**src/rtl/fifo_adapter_pkg.sv**
```systemverilog
// fifo_adapter_pkg: shared constants and types for the FIFO read adapter.
//   BUF_DEPTH : number of output buffer entries
//   occ_t     : buffer occupancy (0..BUF_DEPTH)
//   ptr_t     : head/tail pointer (0..BUF_DEPTH-1)
//   ptr_inc   : pointer increment modulo BUF_DEPTH
package fifo_adapter_pkg;

    localparam int BUF_DEPTH = 3;

    typedef logic [1:0] occ_t;
    typedef logic [1:0] ptr_t;

    // Depth is not a power of two, so the wrap is explicit.
    function automatic ptr_t ptr_inc(input ptr_t p);
        return (p == ptr_t'(BUF_DEPTH - 1)) ? ptr_t'(0) : p + ptr_t'(1);
    endfunction

endpackage

```
**src/rtl/fifo_adapter_buf.sv**
```systemverilog
// fifo_adapter_buf: 3-entry circular storage with head/tail pointers.
// Occupancy is tracked by the caller; this block only stores and indexes.
//   clk_i       : clock
//   rst_i       : asynchronous active-high reset (clears storage and pointers)
//   wr_i        : write wr_data_i at tail, advance tail
//   wr_data_i   : data to write
//   pop_i       : advance head
//   head_data_o : entry at head
module fifo_adapter_buf
    import fifo_adapter_pkg::*;
#(
    parameter int DATA_WIDTH = 8
) (
    input  logic                  clk_i,
    input  logic                  rst_i,
    input  logic                  wr_i,
    input  logic [DATA_WIDTH-1:0] wr_data_i,
    input  logic                  pop_i,
    output logic [DATA_WIDTH-1:0] head_data_o
);

    logic [DATA_WIDTH-1:0] mem_q [BUF_DEPTH];
    ptr_t                  head_q, head_d;
    ptr_t                  tail_q, tail_d;

    assign head_d      = pop_i ? ptr_inc(head_q) : head_q;
    assign tail_d      = wr_i  ? ptr_inc(tail_q) : tail_q;
    // Storage clears on reset so the head reads as zero afterwards.
    assign head_data_o = mem_q[head_q];

    always_ff @(posedge clk_i or posedge rst_i) begin
        if (rst_i) begin
            head_q <= '0;
            tail_q <= '0;
            for (int i = 0; i < BUF_DEPTH; i++) mem_q[i] <= '0;
        end else begin
            head_q <= head_d;
            tail_q <= tail_d;
            if (wr_i) mem_q[tail_q] <= wr_data_i;
        end
    end

endmodule

```
**src/rtl/fifo_read_adapter.sv**
```systemverilog
// fifo_read_adapter: turns a FIFO read port (read data one cycle after an
// accepted read) into a valid/ready stream with a 3-entry skid buffer, so
// p_read_en never depends combinationally on p_out_ready.
//   read_clk, read_rst : clock, asynchronous active-high reset
//   p_read_empty       : FIFO empty flag
//   p_read_data        : FIFO read data (valid one cycle after accepted read)
//   p_read_en          : FIFO read request
//   p_out_valid/ready/data : output stream
//   p_word_count       : words delivered downstream (wraps)
// Macro FIFO_READ_ADAPTER_CNT_EN: when defined, p_word_count is a live
// counter; otherwise it is tied to zero with no flops.
module fifo_read_adapter
    import fifo_adapter_pkg::*;
#(
    parameter int DATA_WIDTH = 8,
    parameter int CNT_WIDTH  = 32
) (
    input  logic                  read_clk,
    input  logic                  read_rst,
    input  logic                  p_read_empty,
    input  logic [DATA_WIDTH-1:0] p_read_data,
    output logic                  p_read_en,
    output logic                  p_out_valid,
    input  logic                  p_out_ready,
    output logic [DATA_WIDTH-1:0] p_out_data,
    output logic [CNT_WIDTH-1:0]  p_word_count
);

    occ_t       occ_q, occ_d;
    logic       inflight_q, inflight_d;
    // Holds off reads until the first clock edge after reset release.
    logic       run_q;
    logic [2:0] pending;
    logic       wr, pop;

    assign pending     = {1'b0, occ_q} + {2'b00, inflight_q};
    // Reserve a slot for every read in flight; the write can then never drop.
    assign p_read_en   = run_q && !p_read_empty && (pending < 3'(BUF_DEPTH));
    assign p_out_valid = (occ_q != '0);
    assign wr          = inflight_q;
    assign pop         = p_out_valid && p_out_ready;
    assign inflight_d  = p_read_en && !p_read_empty;

    always_comb begin
        occ_d = occ_q;
        case ({wr, pop})
            2'b10:   occ_d = occ_q + occ_t'(1);
            2'b01:   occ_d = occ_q - occ_t'(1);
            default: occ_d = occ_q;
        endcase
    end

    always_ff @(posedge read_clk or posedge read_rst) begin
        if (read_rst) begin
            occ_q      <= '0;
            inflight_q <= 1'b0;
            run_q      <= 1'b0;
        end else begin
            occ_q      <= occ_d;
            inflight_q <= inflight_d;
            run_q      <= 1'b1;
        end
    end

    fifo_adapter_buf #(
        .DATA_WIDTH (DATA_WIDTH)
    ) u_buf (
        .clk_i       (read_clk),
        .rst_i       (read_rst),
        .wr_i        (wr),
        .wr_data_i   (p_read_data),
        .pop_i       (pop),
        .head_data_o (p_out_data)
    );

`ifdef FIFO_READ_ADAPTER_CNT_EN
    logic [CNT_WIDTH-1:0] cnt_q, cnt_d;

    assign cnt_d        = pop ? cnt_q + CNT_WIDTH'(1) : cnt_q;
    assign p_word_count = cnt_q;

    always_ff @(posedge read_clk or posedge read_rst) begin
        if (read_rst) cnt_q <= '0;
        else          cnt_q <= cnt_d;
    end
`else
    assign p_word_count = '0;
`endif

endmodule
```
**config.mk**
```make
export PLATFORM = sky130hd
export DESIGN_NAME = fifo_read_adapter
export DESIGN_NICKNAME = d
export VERILOG_FILES = /design/src/rtl/fifo_adapter_pkg.sv /design/src/rtl/fifo_adapter_buf.sv /design/src/rtl/fifo_read_adapter.sv
export SDC_FILE = /design/constraint.sdc
export NUM_CORES = 1
export LEC_CHECK = 0
export ABC_AREA = 1
export ABC_CLOCK_PERIOD_IN_PS = 4100
export BUFFER_PORTS_ARGS = -buffer_cell sky130_fd_sc_hd__buf_2
export CORE_MARGIN = 2
export CORE_UTILIZATION = 45
export DETAILED_ROUTE_END_ITERATION = 8
export PLACE_DENSITY = 0.72
export SLEW_MARGIN = 10
export SYNTH_ARGS = -nofsm -noshare
export SYNTH_HDL_FRONTEND = slang
export SYNTH_SLANG_ARGS = --single-unit
export TNS_END_PERCENT = 100
```
**constraint.sdc**
```tcl
create_clock -name read_clk -period 4.1 [get_ports read_clk]
set_input_delay 0.82 -clock read_clk [delete_from_list [all_inputs] [get_ports read_clk]]
set_output_delay 0.82 -clock read_clk [all_outputs]
set_load 0.02 [all_outputs]
```
# Word level (Yosys, flattened, before mapping)
# Cells that the tools add are included.
dict set report totals {
  memories 0
  latch_bits 0
  romBits 0
  mem_bits_rw 0
  output_inout_bits 42
  ff_bits 32
}
dict set report op_classes {
  n_div 0
  muxes 9
  n_shift 0
  magnitude_cmp 4
  add_sub_neg 5
  n_bitwise 2
  multipliers 0
  reduce_logical 8
  n_eq_ne 4
}
# cell count
set op_table {}
lappend op_table {{$bwmux 24} 1}
lappend op_table {{$mux 8} 3}
lappend op_table {{$bmux 8 s2} 1}
lappend op_table {{$demux 8 s2} 1}
lappend op_table {{$add 2x1->2 const B} 3}
lappend op_table {{$eq 2x2->1 const B} 3}
lappend op_table {{$ge 3x3->1 const B} 2}
lappend op_table {{$not 2->3} 2}
lappend op_table {{$logic_and 1x1->1} 5}
lappend op_table {{$mux 2} 2}
lappend op_table {{$pmux 2 s2} 1}
lappend op_table {{$reduce_bool 2->1} 2}
lappend op_table {{$add 2x1->3} 1}
lappend op_table {{$lt 3x1->1 const B} 1}
lappend op_table {{$lt 3x2->1 const B} 1}
lappend op_table {{$eq 2x1->1 const B} 1}
lappend op_table {{$sub 2x1->2 const B} 1}
lappend op_table {{$logic_not 1->1} 1}

# Depth between registers and ports, before layout
# Gate-level depths: netlist of run 1.
dict set report logic_depth {
  ltp_word 6
  depth_mapped 10
}

# Modules after synthesis
# A second synthesis of run 1 with hierarchy kept.
dict set report hier_totals {
  cells_unflattened 215
  hier_area_um2 1809.2
}
# module n_inst area_per_inst_um2 cells_each
set modules_own_cells {}
lappend modules_own_cells {fifo_adapter_buf 1 1333.8 155}
lappend modules_own_cells {fifo_read_adapter 1 475.5 60}

# Worst setup path before layout of run 1
# No wires, ideal clock.
dict set report synth_timing {
  path_type {register to output}
  start {register inflight_q}
  end {output p_read_en}
  n_path_buf 0
  required_time_ns 3.280
  t_arrival_ns 1.327
  path_stages_with_launch 6
  slack_ns 1.953
  path_cell_list {dfrtp_1 ha_1 ha_1 nand2_1 nand3b_1 nor2_1}
}
dict set report synth_between {
  elab_chain_cells 3
}
# item line
set synth_lines {}
lappend synth_lines {{start, declared} fifo_read_adapter.sv:30} ;# logic inflight_q, inflight_d;
lappend synth_lines {{start signal, assigned} fifo_read_adapter.sv:60} ;# inflight_q <= inflight_d;
lappend synth_lines {{$add 2x1->3} fifo_read_adapter.sv:36} ;# assign pending = {1'b0, occ_q} + {2'b00, inflight_q};
lappend synth_lines {{$lt 3x2->1} fifo_read_adapter.sv:38} ;# assign p_read_en = run_q && !p_read_empty && (pending < 3'(BUF_DEPTH));
lappend synth_lines {{$logic_and 1x1->1} fifo_read_adapter.sv:38}
lappend synth_lines {{end, declared} fifo_read_adapter.sv:22} ;# output logic p_read_en,
# Every way passes these cells.

# Worst setup path in the final report of run 1
# Ends and elaborated chain as after synthesis.

==> results by group, run 1 <==
Timing
  – Worst-margin pin slew: 0.6724 ns
  – Max Freq: ~410 MHz
  – RSZ-0062 raised after global routing: false
  – Fin. Hold Viols: 0
  – Relative slew slack: 55.01%
  – Fin crit share: 59.59%
  – Clock skew: between 0.003 and 0.004 ns
  – Setup ws final: approximately 1.7 ns
  – Final Slew Violations: 0
  – Minimum clock period after layout: 2.443 ns
  – Final Setup Violations: 0
  – Setup_tns: 0 ns

Placed design
  – Final Wtd Congestion: around 0.8
  – DP Worst Slack: slightly below 2 ns
  – IO buf count: 21
  – Final HPWL DP: 1960 µm

Synth
  – Seq/Total Area, Yosys: 47.58%
  – Seq cells post-synth: 32
  – Synth Warn #: 0
  – Avg Synthesized Cell Area: 8.499 µm²
  – Distinct cells, synth: 17
  – Post-Syn Area: 1683 µm²
  – Synth Instances: 198

Die
  – # rows: 22
  – DIE HEIGHT: roughly 65 µm
  – Starting density of the core: 46.32%
  – Core area: about 3600 µm²
  – Num ports: between 50 and 60
  – Die width: 65.16 µm
  – Die Footprint: 4245 µm²

Detailed routing
  – Initial drt markers: 38
  – DRC: 0
  – DRT Pass-1 Iters: 4
  – Routed Antenna Nets: 0
  – WL final: 2691 µm
  – Vias per Instance: 4.335
  – Vias: 1,179
  – DR WL/cell: about 10 µm

Pwr
  – Leakage: 1.015 nW
  – Internal power: ~0.00089 W
  – Pwr Total: 0.001497 W
  – Clk network pwr share: between 20 and 25%
  – Sw Pwr: 0.0006038 W
  – Pwr dens: between 800 and 900 nW/µm²
  – Switching Fraction: 40.34%
  – Sequential power share: a little under two fifths
  – Combinational power share: 40.8%
  – Max VDD drop: 0.0003944 V

CTS
  – Root Buffer: clkbuf_8
  – TritonCTS Sinks: 32
  – Post-CTS Resized: 0
  – CTS tree: yes
  – Maximum clock path buffer count: 2
  – Setup repair bufs after CTS: 0
  – CTS buffer count: 5
  – Clock transition at path regs: ~0.060 ns
  – Hold_buf cts: 0
  – CTS H-tree depth: 2
  – Clock latency on the worst-skew pair: around 0.28 ns

Cells and area
  – Sequential cell area: roughly 800 µm²
  – Area grow syn2layout: 9.368%
  – Footprint of the multi-input gates: 669.4 µm²
  – Ant diodes: 0
  – Filler cell count: about 360
  – Layout cells sized above 1: 18.75%
  – Final net count: ~240

Setup path
  – Req. time, crit path: between 3 and 4 ns
  – Startpoint Class: flop
  – CP Data Arrival Time: 1.62 ns
  – Worst setup EP type: output pin
  – Largest fanout on the critical path: 7
  – WS Path Type: reg2out

Min path
  – Hold WC Path Type: reg2reg

Global routing
  – Initial antenna violation count: 0
  – Global-route usage over all layers: between 10% and 20%
  – Largest net degree at the start of global routing: 19
  – First-pass GRT wire length: ~4700 µm
  – Grt ovf: 0
  – Vias in the first global route: 1,062

Run
  – Max-Cap Viols: 0

Run status
  – Status: finished clean
==> worst max-delay path, cell delays in order, from the launching register on <==
cell and delay, ns:
dfrtp_1 0.46, ha_1 0.22, ha_1 0.26, nand2_1 0.07, nand3b_1 0.09, nor2_1 0.09, buf_2 0.16
==> cell families after synthesis <==
family                     Yosys count  share of synthesized area, %
AOI/OAI and AO/OA                   26                         9.517
xor gates and xnor gates             1                        0.5205
and+or+nand+nor                     80                         20.15
other                                2                        0.4463
DFF                                 32                         47.58
buffers and inverters               54                         19.55
adders and majority gates            3                         2.231
==> metal layers <==
| layer | global-route usage, % | share of wire (%) |
|---|---|---|
| met1 | 18.55 | 46 |
| met2 | 25.00 | 47 |
| met3 | 2.740 | 5.0 |
| met4 | 7.031 | 2.0 |
| met5 | 0 | 0 |
==> state kept, by name, summed over array words and instances (netlist names) <==
name / cells
u_buf.head_q: 2
occ_q: 2
run_q: 1
u_buf.tail_q: 2
inflight_q: 1
u_buf.mem_q: 24
==> synth_stat cells, drive strengths merged <==
| cell type | count | area (µm²) |
|---|---|---|
| nand3b | 1 | 7.510 |
| nand3 | 12 | 75.07 |
| dfrtp | 32 | 800.8 |
| nand4 | 1 | 6.260 |
| nor2 | 5 | 21.27 |
| ha | 3 | 37.54 |
| o21ai | 26 | 160.2 |
| inv | 19 | 71.32 |
| conb | 2 | 7.510 |
| nand2 | 61 | 229.0 |
| xnor2 | 1 | 8.760 |
| buf | 35 | 257.8 |
==> cell usage in the layout, fill, tap and decap left out <==
cell type	synthesis	final
nand4_1	1	1
conb_1	2	33
buf_4	33	1
ha_1	3	3
nand3_1	9	9
nand3_2	3	3
nor2_1	4	4
dfrtp_1	32	32
o21ai_0	10	10
clkbuf_8	0	7
bufinv_16	0	1
xnor2_1	1	1
nor2_2	1	1
o21ai_2	8	8
inv_1	19	19
nand3b_1	1	1
o21ai_1	8	8
buf_2	2	21
nand2_1	61	61
==> worst paths after layout <==
kind                                                   from                           to  slack (ns)  depth (start not counted)
worst max-delay path                   inflight_q$_DFF_PP0_                    p_read_en        1.66                          6
worst min-delay path            u_buf.mem_q[20]$_DFFE_PP0P_  u_buf.mem_q[20]$_DFFE_PP0P_        0.48                          2
worst max register to register         occ_q[0]$_DFFE_PP0P_         occ_q[1]$_DFFE_PP0P_        2.67                          9
worst min register to register  u_buf.mem_q[20]$_DFFE_PP0P_  u_buf.mem_q[20]$_DFFE_PP0P_        0.48                          2
max in group asynchronous                          read_rst  u_buf.mem_q[21]$_DFFE_PP0P_        2.82                          3
min in group asynchronous                          read_rst  u_buf.mem_q[22]$_DFFE_PP0P_        0.63                          2
==> metrics by stage <==
stage	cells	cell area, µm²	hold WS, ns	util [%]
floorplan	229	1799	0.4534	-
global placement	264	1714	0.4652	47.18
detailed placement	264	1714	0.4685	47.18
CTS	272	1841	0.4845	50.65
global route	272	1841	0.5033	50.65
finish	272	1841	0.4816	50.65
==> area by class of cell <==
cell class              count  share of cell area [%]
inverters                  19                   3.875
well taps                  48                   3.263
repair buffers             22                   6.118
clock inverters             1                   1.632
clock buffers               7                   5.235
flip-flops and latches     32                   43.51
multi-input cells         143                   36.37
==> power groups by stage <==
stage                     clock network (W)  registers [W]  logic [W]
after CTS                          0.000331       0.000561   0.000621
after floorplan                           0       0.000543   0.000494
after global routing               0.000346       0.000581   0.000699
after global placement                    0       0.000562   0.000602
after detailed placement                  0       0.000564   0.000620
final                              0.000326       0.000561   0.000610
Note: power is estimated with default switching activity, not from simulation.
==> inputs of run 2 (changes only) <==
--- a/config.mk
+++ b/config.mk
@@ -6,7 +6,7 @@
 export NUM_CORES = 1
 export LEC_CHECK = 0
 export ABC_AREA = 1
-export ABC_CLOCK_PERIOD_IN_PS = 4100
+export ABC_CLOCK_PERIOD_IN_PS = 2550
 export BUFFER_PORTS_ARGS = -buffer_cell sky130_fd_sc_hd__buf_2
 export CORE_MARGIN = 2
 export CORE_UTILIZATION = 45
==> constraint.sdc (replaced) <==
create_clock -name read_clk -period 2.55 [get_ports read_clk]
set_input_delay 0.51 -clock read_clk [delete_from_list [all_inputs] [get_ports read_clk]]
set_output_delay 0.51 -clock read_clk [all_outputs]
set_load 0.02 [all_outputs]
==> run 2 against run 1 <==
Design area fell by 0.41%. Clock power is 48% higher. Register-to-register slack got worse by 1.5 ns. Critical path depth unchanged. Combinational power rose by 63%. Worst hold slack lost 0.19 ns. Largest power group unchanged. Total power rose by 59%. Flip-flop and latch count unchanged. Die area unchanged. Sequential power grew 61%. Cell count is 0.37% higher.
==> results by group, run 2 (synthesis results as in run 1) <==
Timing
  – Fin crit share: 84.23%
  – RSZ-0062 raised after global routing: false (unchanged)
  – Final Setup Violations: 0 (unchanged)
  – Fin. Hold Viols: 0 (unchanged)
  – Max Freq: 465.6 MHz
  – Minimum clock period after layout: roughly 2.1 ns
  – Final Slew Violations: 0 (unchanged)
  – Relative slew slack: 61.51% (was 55.01%)
  – Setup ws final: 0.4021 ns (was 1.657 ns)
  – Worst-margin pin slew: 0.5752 ns (was 0.6724 ns)
  – Setup_tns: 0 ns (unchanged)
  – Clock skew: 0.007058 ns (was 0.003818 ns)

Cells and area
  – Footprint of the multi-input gates: 669.4 µm² (unchanged)
  – Ant diodes: 0 (unchanged)
  – Final net count: 239 (was 238)
  – Max FFs per register: 24 (unchanged)
  – Finished Core Util: 50.45% (was 50.65%)
  – Commonest non-fill, non-tap cell in the layout: nand2_1 (unchanged)
  – Sequential cell area: 800.8 µm² (unchanged)
  – Layout cells sized above 1: 19.11% (was 18.75%)
  – Filler cell count: 364 (was 361)
  – Commonest cells after routing, fill and taps aside: 61 x nand2_1, 33 x conb_1, 32 x dfrtp_1 (unchanged)
  – Area grow syn2layout: 8.922% (was 9.368%)
  – Largest Register: u_buf.mem_q (unchanged)

Setup path
  – Crit-path slowest cell: dfrtp_1 (unchanged)
  – Cells along the critical path: ha_1 -> ha_1 -> nand2_1 -> nand3b_1 -> nor2_1 -> buf_2 (unchanged)
  – Launching point of the worst reg2reg path: occ_q[0]$_DFFE_PP0P_ (unchanged)
  – Startpoint Class: flop (unchanged)
  – Setup slack, reg-to-reg: 1.12 ns (was 2.67 ns)
  – Worst setup startpoint: inflight_q$_DFF_PP0_ (unchanged)
  – Max stage delay on crit path: 0.46 ns (about the same)
  – Top cell by count, worst path: ha_1 (unchanged)
  – Critical path endpoint: p_read_en (unchanged)
  – Worst setup EP type: output pin (unchanged)
  – FF-to-FF End: occ_q[1]$_DFFE_PP0P_ (unchanged)
  – WS Path Type: reg2out (unchanged)
  – CP Data Arrival Time: 1.64 ns (was 1.62 ns)
  – Largest fanout on the critical path: 7 (unchanged)
  – Reg2Reg Depth: 9 (unchanged)
  – Req. time, crit path: 2.04 ns (was 3.28 ns)

CTS
  – CTS buffer count: 5 (unchanged)
  – Maximum clock path buffer count: 2 (unchanged)
  – Root Buffer: clkbuf_8 (unchanged)
  – Setup repair bufs after CTS: 0 (unchanged)
  – CTS tree: yes (unchanged)
  – Clock latency on the worst-skew pair: 0.29 ns (was 0.28 ns)
  – Hold_buf cts: 0 (unchanged)
  – Post-CTS Resized: 0 (unchanged)
  – Clock transition at path regs: 0.07 ns (was 0.06 ns)
  – TritonCTS Sinks: 32 (unchanged)
  – CTS H-tree depth: 2 (unchanged)

Placed design
  – Final HPWL DP: 1902 µm (was 1960 µm)
  – IO buf count: 21 (unchanged)
  – DP Worst Slack: 0.6916 ns (was 1.948 ns)
  – Final Wtd Congestion: 0.7537 (was 0.7788)

Global routing
  – Largest net degree at the start of global routing: 33 (was 19)
  – First-pass GRT wire length: 4809 µm (was 4726 µm)
  – Grt ovf: 0 (unchanged)
  – Vias in the first global route: 1,057 (was 1,062)
  – Global-route usage over all layers: 15.19% (was 14.85%)
  – Initial antenna violation count: 0 (unchanged)

Die
  – Die width: 65.16 µm (unchanged)
  – DIE HEIGHT: 65.16 µm (unchanged)
  – Starting density of the core: 46.32% (unchanged)
  – Num ports: 54 (unchanged)
  – Die Footprint: 4245 µm² (unchanged)
  – # rows: 22 (unchanged)
  – Core area: 3633 µm² (unchanged)

Pwr
  – Pwr dens: 1298 nW/µm² (was 813.2 nW/µm²)
  – Max VDD drop: 0.0007198 V (was 0.0003944 V)
  – Leakage: 1.009 nW (was 1.015 nW)

Detailed routing
  – Vias: 1,182 (was 1,179)
  – DR WL/cell: 10.03 µm (was 9.893 µm)
  – Routed Antenna Nets: 0 (unchanged)
  – DRC: 0 (unchanged)
  – DRT Pass-1 Iters: 4 (unchanged)
  – Initial drt markers: 31 (was 38)
  – WL final: 2737 µm (was 2691 µm)
  – Vias per Instance: 4.330 (was 4.335)

Run status
  – Status: finished clean (unchanged)

Run
  – Max-Cap Viols: 0 (unchanged)

Min path
  – Hold WC Path Type: in2async (was reg2reg)
==> run 2: cell types whose count changed in the layout (fill, tap and decap cells not counted), sizes merged <==
cell / before / now
clkbuf: 7 / 5
buf: 22 / 23
clkinv: 0 / 1
clkinvlp: 0 / 1
==> run 2: how the worst min path moves through the flow <==
stage                                 from                     endpoint
3_5_place_dp   u_buf.mem_q[18]$_DFFE_PP0P_  u_buf.mem_q[18]$_DFFE_PP0P_
3_3_place_gp   u_buf.mem_q[22]$_DFFE_PP0P_  u_buf.mem_q[22]$_DFFE_PP0P_
6_report                          read_rst  u_buf.mem_q[10]$_DFFE_PP0P_
2_1_floorplan   u_buf.mem_q[0]$_DFFE_PP0P_   u_buf.mem_q[0]$_DFFE_PP0P_
5_1_grt                           read_rst   u_buf.mem_q[2]$_DFFE_PP0P_
4_1_cts                           read_rst  u_buf.mem_q[10]$_DFFE_PP0P_
==> run 2: final cells by class <==
cell class	instances	share of cell area [%]
Sequential cell	32	43.69
Multi-Input combinational cell	143	36.52
Timing Repair Buffer	23	6.553
Inverter	19	3.891
Clock buffer	5	3.754
Tap cell	48	3.276
Clock inverter	3	2.321
==> run 2: critical path, delay by kind of cell (launching register included) <==
kind	cells	cell delay [ns]
buffers and inverters	1	0.16
and+or+nand+nor	3	0.25
DFF	1	0.46
adders and majority gates	2	0.49
==> run 2: where the power goes <==
part           total [W]  internal [W]  switching (W)  leakage [nW]
combinational   0.000995      0.000353       0.000642         0.566
sequential      0.000902      0.000752       0.000150         0.389
clock           0.000483      0.000289       0.000194        0.0541
total            0.00238       0.00139       0.000986          1.01
==> run 2: stage by stage <==
stage	total power (W)	std cells	hold slack [ns]	cell area [µm²]
detailed placement	0.001918	265	0.4681	1722
global placement	0.001886	265	0.4639	1722
global route	0.002600	273	0.3264	1833
finish	0.002380	273	0.2899	1833
CTS	0.002409	273	0.2973	1833
floorplan	0.001666	229	0.4534	1799
==> run 2: layer usage <==
metal | up-vias | share of wire, % | global-route usage (%)
li1 | 607 | - | -
met1 | 530 | 45 | 19.55
met2 | 40 | 47 | 23.97
met3 | 5 | 5.5 | 2.740
met4 | 0 | 2.1 | 9.115
met5 | - | 0 | 0
